### src/rtl/rv32_tb_package.sv
`default_nettype none
// ============================================================================
// Package     : rv32_tb_package
// Description : Retire-record type and sync-handshake states for the reporter.
// Revision    : 1.0 - initial release
// ============================================================================
package rv32_tb_package;

  localparam int RV32_XLEN = 32;

  typedef struct packed {
    logic [RV32_XLEN-1:0] pc;
    logic [4:0]           rd;
    logic [RV32_XLEN-1:0] data;
  } rv32_retire_t;

  typedef enum logic [1:0] {
    SYNC_IDLE    = 2'd0,
    SYNC_REQ     = 2'd1,
    SYNC_RELEASE = 2'd2
  } rv32_sync_state_t;

endpackage
`default_nettype wire

### src/rtl/rv32_sync_fifo.sv
`default_nettype none
// ============================================================================
// Module      : rv32_sync_fifo
// Description : DEPTH-entry register FIFO of retire records; a push into a
//               full FIFO is accepted when a pop happens on the same edge.
// Revision    : 1.0 - initial release
// ============================================================================
module rv32_sync_fifo
  import rv32_tb_package::*;
#(
  parameter int DEPTH = 4
) (
  input  logic                     clk,
  input  logic                     rst,
  input  logic                     push_i,
  input  logic                     pop_i,
  input  rv32_retire_t             wdata_i,
  output rv32_retire_t             rdata_o,
  output logic                     full_o,
  output logic                     empty_o,
  output logic [$clog2(DEPTH):0]   count_o
);

  localparam int PTR_W = $clog2(DEPTH);
  localparam int CNT_W = $clog2(DEPTH) + 1;
  localparam logic [CNT_W-1:0] C_DEPTH = CNT_W'(DEPTH);

  rv32_retire_t     mem_q [DEPTH];
  logic [PTR_W-1:0] head_q;
  logic [PTR_W-1:0] tail_q;
  logic [CNT_W-1:0] count_q;

  logic w_full;
  logic w_empty;
  logic w_do_pop;
  logic w_do_push;

  assign w_full    = (count_q == C_DEPTH);
  assign w_empty   = (count_q == '0);
  assign w_do_pop  = pop_i && !w_empty;
  // When full, the slot under the tail is the head being popped this edge.
  assign w_do_push = push_i && (!w_full || w_do_pop);

  always_ff @(posedge clk or posedge rst) begin
    if (rst) begin
      head_q  <= '0;
      tail_q  <= '0;
      count_q <= '0;
    end else begin
      if (w_do_push) begin
        tail_q <= tail_q + 1'b1;
      end
      if (w_do_pop) begin
        head_q <= head_q + 1'b1;
      end
      if (w_do_push && !w_do_pop) begin
        count_q <= count_q + 1'b1;
      end else if (w_do_pop && !w_do_push) begin
        count_q <= count_q - 1'b1;
      end
    end
  end

  always_ff @(posedge clk) begin
    if (w_do_push) begin
      mem_q[tail_q] <= wdata_i;
    end
  end

  assign rdata_o = mem_q[head_q];
  assign full_o  = w_full;
  assign empty_o = w_empty;
  assign count_o = count_q;

endmodule
`default_nettype wire

### src/rtl/rv32_retire_reporter.sv
`default_nettype none
// ============================================================================
// Module      : rv32_retire_reporter
// Description : Queues retired-instruction records and hands them to the
//               testbench one at a time over a four-phase req/ack handshake.
// Revision    : 1.0 - initial release
// ============================================================================
module rv32_retire_reporter
  import rv32_tb_package::*;
#(
  parameter int DEPTH = 4,
  parameter int XLEN  = 32
) (
  input  logic                    clk,
  input  logic                    rst,
  input  logic                    retire_valid_i,
  input  logic [XLEN-1:0]         retire_pc_i,
  input  logic [4:0]              retire_rd_i,
  input  logic [XLEN-1:0]         retire_data_i,
  output logic                    fifo_full_o,
  output logic                    overflow_o,
  output logic [$clog2(DEPTH):0]  count_o,
  output logic                    tb_req_o,
  output logic [XLEN-1:0]         tb_pc_o,
  output logic [4:0]              tb_rd_o,
  output logic [XLEN-1:0]         tb_data_o,
  input  logic                    tb_ack_i
);

  rv32_sync_state_t state_q;
  logic             tb_req_q;
  rv32_retire_t     tb_rec_q;
  logic             overflow_q;

  rv32_retire_t     w_wdata;
  rv32_retire_t     w_head;
  logic             w_full;
  logic             w_empty;
  logic             w_pop;
  logic             w_drop;

  assign w_wdata.pc   = retire_pc_i;
  assign w_wdata.rd   = retire_rd_i;
  assign w_wdata.data = retire_data_i;

  // A held-high ack (e.g. left over from a reset mid-handshake) blocks a new request.
  assign w_pop  = (state_q == SYNC_IDLE) && !w_empty && !tb_ack_i;
  assign w_drop = retire_valid_i && w_full && !w_pop;

  rv32_sync_fifo #(
    .DEPTH (DEPTH)
  ) u_fifo (
    .clk     (clk),
    .rst     (rst),
    .push_i  (retire_valid_i),
    .pop_i   (w_pop),
    .wdata_i (w_wdata),
    .rdata_o (w_head),
    .full_o  (w_full),
    .empty_o (w_empty),
    .count_o (count_o)
  );

  always_ff @(posedge clk or posedge rst) begin
    if (rst) begin
      state_q    <= SYNC_IDLE;
      tb_req_q   <= 1'b0;
      tb_rec_q   <= '0;
      overflow_q <= 1'b0;
    end else begin
      if (w_drop) begin
        overflow_q <= 1'b1;
      end
      unique case (state_q)
        SYNC_IDLE: begin
          if (w_pop) begin
            tb_rec_q <= w_head;
            tb_req_q <= 1'b1;
            state_q  <= SYNC_REQ;
          end
        end
        SYNC_REQ: begin
          if (tb_ack_i) begin
            tb_req_q <= 1'b0;
            state_q  <= SYNC_RELEASE;
          end
        end
        SYNC_RELEASE: begin
          if (!tb_ack_i) begin
            state_q <= SYNC_IDLE;
          end
        end
        default: begin
          state_q  <= SYNC_IDLE;
          tb_req_q <= 1'b0;
        end
      endcase
    end
  end

  assign fifo_full_o = w_full;
  assign overflow_o  = overflow_q;
  assign tb_req_o    = tb_req_q;
  assign tb_pc_o     = tb_rec_q.pc;
  assign tb_rd_o     = tb_rec_q.rd;
  assign tb_data_o   = tb_rec_q.data;

endmodule
`default_nettype wire
### config.mk
export PLATFORM = sky130hd
export DESIGN_NAME = rv32_retire_reporter
export DESIGN_NICKNAME = d
export VERILOG_FILES = /design/src/rtl/rv32_tb_package.sv /design/src/rtl/rv32_sync_fifo.sv /design/src/rtl/rv32_retire_reporter.sv
export SDC_FILE = /design/constraint.sdc
export NUM_CORES = 1
export LEC_CHECK = 0
export BUFFER_PORTS_ARGS = -buffer_cell sky130_fd_sc_hd__buf_2
export CAP_MARGIN = 20
export CORE_ASPECT_RATIO = 1.5
export CORE_UTILIZATION = 50
export CTS_CLUSTER_DIAMETER = 120
export DETAILED_ROUTE_END_ITERATION = 8
export PLACE_DENSITY_LB_ADDON = 0.15
export SETUP_SLACK_MARGIN = 0.05
export SLEW_MARGIN = 20
export SYNTH_ARGS = -nofsm -noshare
export SYNTH_HDL_FRONTEND = slang
export SYNTH_HIERARCHICAL = 1
export SYNTH_SLANG_ARGS = --single-unit
### constraint.sdc
create_clock -name clk -period 4.7 [get_ports clk]
set_clock_uncertainty 0.2 [all_clocks]
set_input_delay 0 -clock clk [delete_from_list [all_inputs] [get_ports clk]]
set_output_delay 0 -clock clk [all_outputs]
set_load 0.1 [all_outputs]
==> impl_metrics.json <==
{
  "run_status": "complete, but fails checks",
  "violations": "hold timing",
  "tightest_slew_ps": 1110,
  "drt-wirelength-per-cell_um": 20.6,
  "design.portCount": 148,
  "syn-instance-count": 557,
  "post_route_cells_drive_above_1_share_pct": 41.1,
  "final_critical_period_ps": 2900,
  "drt-vias-per-instance": 5.27,
  "tns_ps": 0,
  "synthDominantCellAreaShare_pct": 62.5,
  "clock_path_buffers": 3,
  "route.antenna.remaining_nets": 0,
  "grt_max_degree": 74,
  "post_cts_sizing_count": 0,
  "setup.reg_to_reg.worst_slack_ps": 1800,
  "ys.flop_type": "sky130_fd_sc_hd__edfxtp_1",
  "fp.dieArea_um2": 27200,
  "ctsHtreeMaxLevel": 1,
  "cts-root-buf": "sky130_fd_sc_hd__clkbuf_16",
  "drt_pass1_iterations": 5,
  "synth-seq-cells": 356,
  "grt_first_pass_wirelength_um": 38500,
  "groute.layer.met1.usage_pct": 22.5,
  "cts_tree": "built",
  "grt_use_total_pct": 18.9,
  "placedInstanceArea_um2": 14200,
  "initial_standard_cell_utilization_of_the_core_pct": 51.1,
  "syn_area_um2": 13300,
  "maxSlewViolCount": 0,
  "syn-num-nets": 636,
  "hold_buffers": 107,
  "buffer_ports.inserted": 147,
  "worstSetupEndpointType": "flip-flop",
  "async_reset_ff_share_pct": 22.5,
  "yosys_warnings": 6,
  "met3_track_utilization_from_global_routing_pct": 2.57,
  "gp_congestion": 0.712,
  "cts_buffers": 31,
  "timing.hold.ws_ps": -73.2,
  "finish.net_count": 906,
  "detail_route.drc_violations": 0,
  "rsz0062_at_grt": "no",
  "grt-busiest-layer": "met2",
  "crit_path_max_fanout": 69,
  "timing.setup.critical_path_class": "reg2reg",
  "place_worst_setup_slack_ps": 1810,
  "netlist_top_cells_area": "sky130_fd_sc_hd__edfxtp_1, sky130_fd_sc_hd__dfrtp_1, sky130_fd_sc_hd__mux4_2",
  "areaGrowthSynthToFinish_pct": 23.6,
  "yosysMostFrequentCell": "sky130_fd_sc_hd__edfxtp_1",
  "min_period_over_period_pct": 61.7,
  "post_synth_num_cell_types": 28,
  "setup_ws_final_ps": 1800,
  "setup-violations-final": 0,
  "grt_pass1_vias": 7072,
  "core_region_area_um2": 25900,
  "drv_cap": 0,
  "drt-initial-drc-count": 279,
  "n_fill_cell": 1851,
  "timing.critical_path.required_ps": 4670,
  "finalHoldViolCount": 44,
  "slew-limit-headroom_pct": 26.2,
  "postRouteWirelength_um": 24400,
  "layout.cell_area.non_filler_um2": 16400,
  "die_height_um": 201,
  "row_count": 72,
  "num_vias": 6239,
  "cts_setup_buffers": 0,
  "n_antenna_cell": 0,
  "worst_skew_pair.late_latency_ps": 560,
  "synth_commonest_cells": "sky130_fd_sc_hd__edfxtp_1, sky130_fd_sc_hd__dfrtp_1, sky130_fd_sc_hd__mux4_2",
  "avgSynthCellArea_um2": 23.8,
  "clk_pin_slew_worst_paths_ps": 60,
  "cp.arrival_ps": 2870,
  "max_clock_freq_mhz": 345,
  "synth_edf_count": 276,
  "overflow": 0,
  "grt_antenna_before_repair": 0,
  "post-dp-hpwl_um": 13600,
  "seq_area_frac_synth_pct": 77.6,
  "synth_top_area_cell": "sky130_fd_sc_hd__edfxtp_1",
  "worstSetupStartpointType": "flip-flop",
  "clock_sink_count": 356,
  "grt_util_met2_pct": 34.9,
  "holdCritPathClass": "in2async",
  "die-width_um": 135
}
==> final cells by class <==
class                   instances  area (um2)  share of cell area (%)
repair buffers                260        1880                    11.5
inverters                       7        31.3                   0.191
flip-flops and latches        356       10300                    62.8
multi-input cells             171        2690                    16.4
well taps                     333         417                    2.54
clock buffers                  43         881                    5.38
clock inverters                14         196                    1.20
==> worst max-delay path: stages, from the launching register on <==
cell,delay (ps)
sky130_fd_sc_hd__dfrtp_1,470
sky130_fd_sc_hd__nor3_1,180
sky130_fd_sc_hd__nor4_4,240
sky130_fd_sc_hd__inv_1,90
sky130_fd_sc_hd__a21boi_2,330
sky130_fd_sc_hd__and2_4,910
==> registers in the layout, summed over array words and instances, names as in the netlist <==
name,count
u_fifo/tail_q,2
u_fifo/count_o,3
state_q,2
tb_pc_o,32
tb_data_o,32
u_fifo/head_q,2
tb_req_o,1
tb_rd_o,5
u_fifo/mem_q,276
overflow_o,1
==> layer usage <==
layer | vias up | share of wire [%] | routed length (um)
li1 | 2799 | - | -
met1 | 3264 | 38 | 9240
met2 | 139 | 56 | 13600
met3 | 37 | 4.3 | 1060
met4 | 0 | 2.1 | 522
met5 | - | 0 | 0
==> kinds of logic (layout without fill, tap and decap cells) <==
group | after synthesis | in the layout | synth area share (%)
buffers and inverters | 30 | 324 | 2.23
and+or+nand+nor | 13 | 13 | 0.717
DFF | 356 | 356 | 77.6
muxes | 140 | 140 | 18.1
AOI/OAI and AO/OA | 5 | 5 | 0.321
xor gates and xnor gates | 7 | 7 | 0.462
adders and majority gates | 6 | 6 | 0.623
==> per-stage QoR <==
stage                     instances  util (%)
after detailed placement       1018      54.7
after floorplan                 557         -
after global routing           1184      63.2
final                          1184      63.2
after CTS                      1182      63.0
after global placement         1018      54.7
==> path summary, 6_finish.rpt <==
kind | endpoint | start | cells past startpoint
hold / removal | overflow_o$_DFFE_PP0P_ | rst | 3
setup reg to reg | u_fifo/mem_q[3][53]$_DFFE_PP_ | u_fifo/count_o[0]$_DFFE_PP0P_ | 5
setup / recovery | u_fifo/mem_q[3][53]$_DFFE_PP_ | u_fifo/count_o[0]$_DFFE_PP0P_ | 5
max in group asynchronous | u_fifo/head_q[0]$_DFFE_PP0P_ | rst | 4
hold reg to reg | overflow_o$_DFFE_PP0P_ | overflow_o$_DFFE_PP0P_ | 1
min in group clk | u_fifo/mem_q[1][32]$_DFFE_PP_ | retire_rd_i[0] | 2
==> cells in the final DEF (no fill, tap or decap) <==
cell                              n
sky130_fd_sc_hd__buf_12           2
sky130_fd_sc_hd__inv_1            6
sky130_fd_sc_hd__clkinv_4         1
sky130_fd_sc_hd__mux4_1           1
sky130_fd_sc_hd__o21bai_1         2
sky130_fd_sc_hd__clkbuf_16       31
sky130_fd_sc_hd__xnor2_1          4
sky130_fd_sc_hd__clkbuf_8         6
sky130_fd_sc_hd__a22o_1           1
sky130_fd_sc_hd__and2_1           1
sky130_fd_sc_hd__nand2b_1         1
sky130_fd_sc_hd__nand2_1          1
sky130_fd_sc_hd__nor3_1           1
sky130_fd_sc_hd__ha_1             5
sky130_fd_sc_hd__clkinv_2         6
sky130_fd_sc_hd__mux2_2          60
sky130_fd_sc_hd__buf_4            4
sky130_fd_sc_hd__fa_1             1
sky130_fd_sc_hd__nor4_4           1
sky130_fd_sc_hd__xor2_1           3
sky130_fd_sc_hd__edfxtp_1       276
sky130_fd_sc_hd__bufinv_16        5
sky130_fd_sc_hd__buf_2          147
sky130_fd_sc_hd__dfrtp_1         78
sky130_fd_sc_hd__dfrtp_4          2
sky130_fd_sc_hd__clkinv_1         2
sky130_fd_sc_hd__clkbuf_1         6
sky130_fd_sc_hd__inv_6            1
sky130_fd_sc_hd__a21boi_0         1
sky130_fd_sc_hd__a21boi_2         1
sky130_fd_sc_hd__mux2_1           1
sky130_fd_sc_hd__nor2_1           2
sky130_fd_sc_hd__and2_4           4
sky130_fd_sc_hd__mux4_2          68
sky130_fd_sc_hd__nand3b_1         1
sky130_fd_sc_hd__nor3b_2          1
sky130_fd_sc_hd__dlygate4sd3_1  107
sky130_fd_sc_hd__mux2_4          10
Power is left out: the tool's default activity adds up to more than one toggle a clock period on the data nets, which glitch-free logic cannot reach.
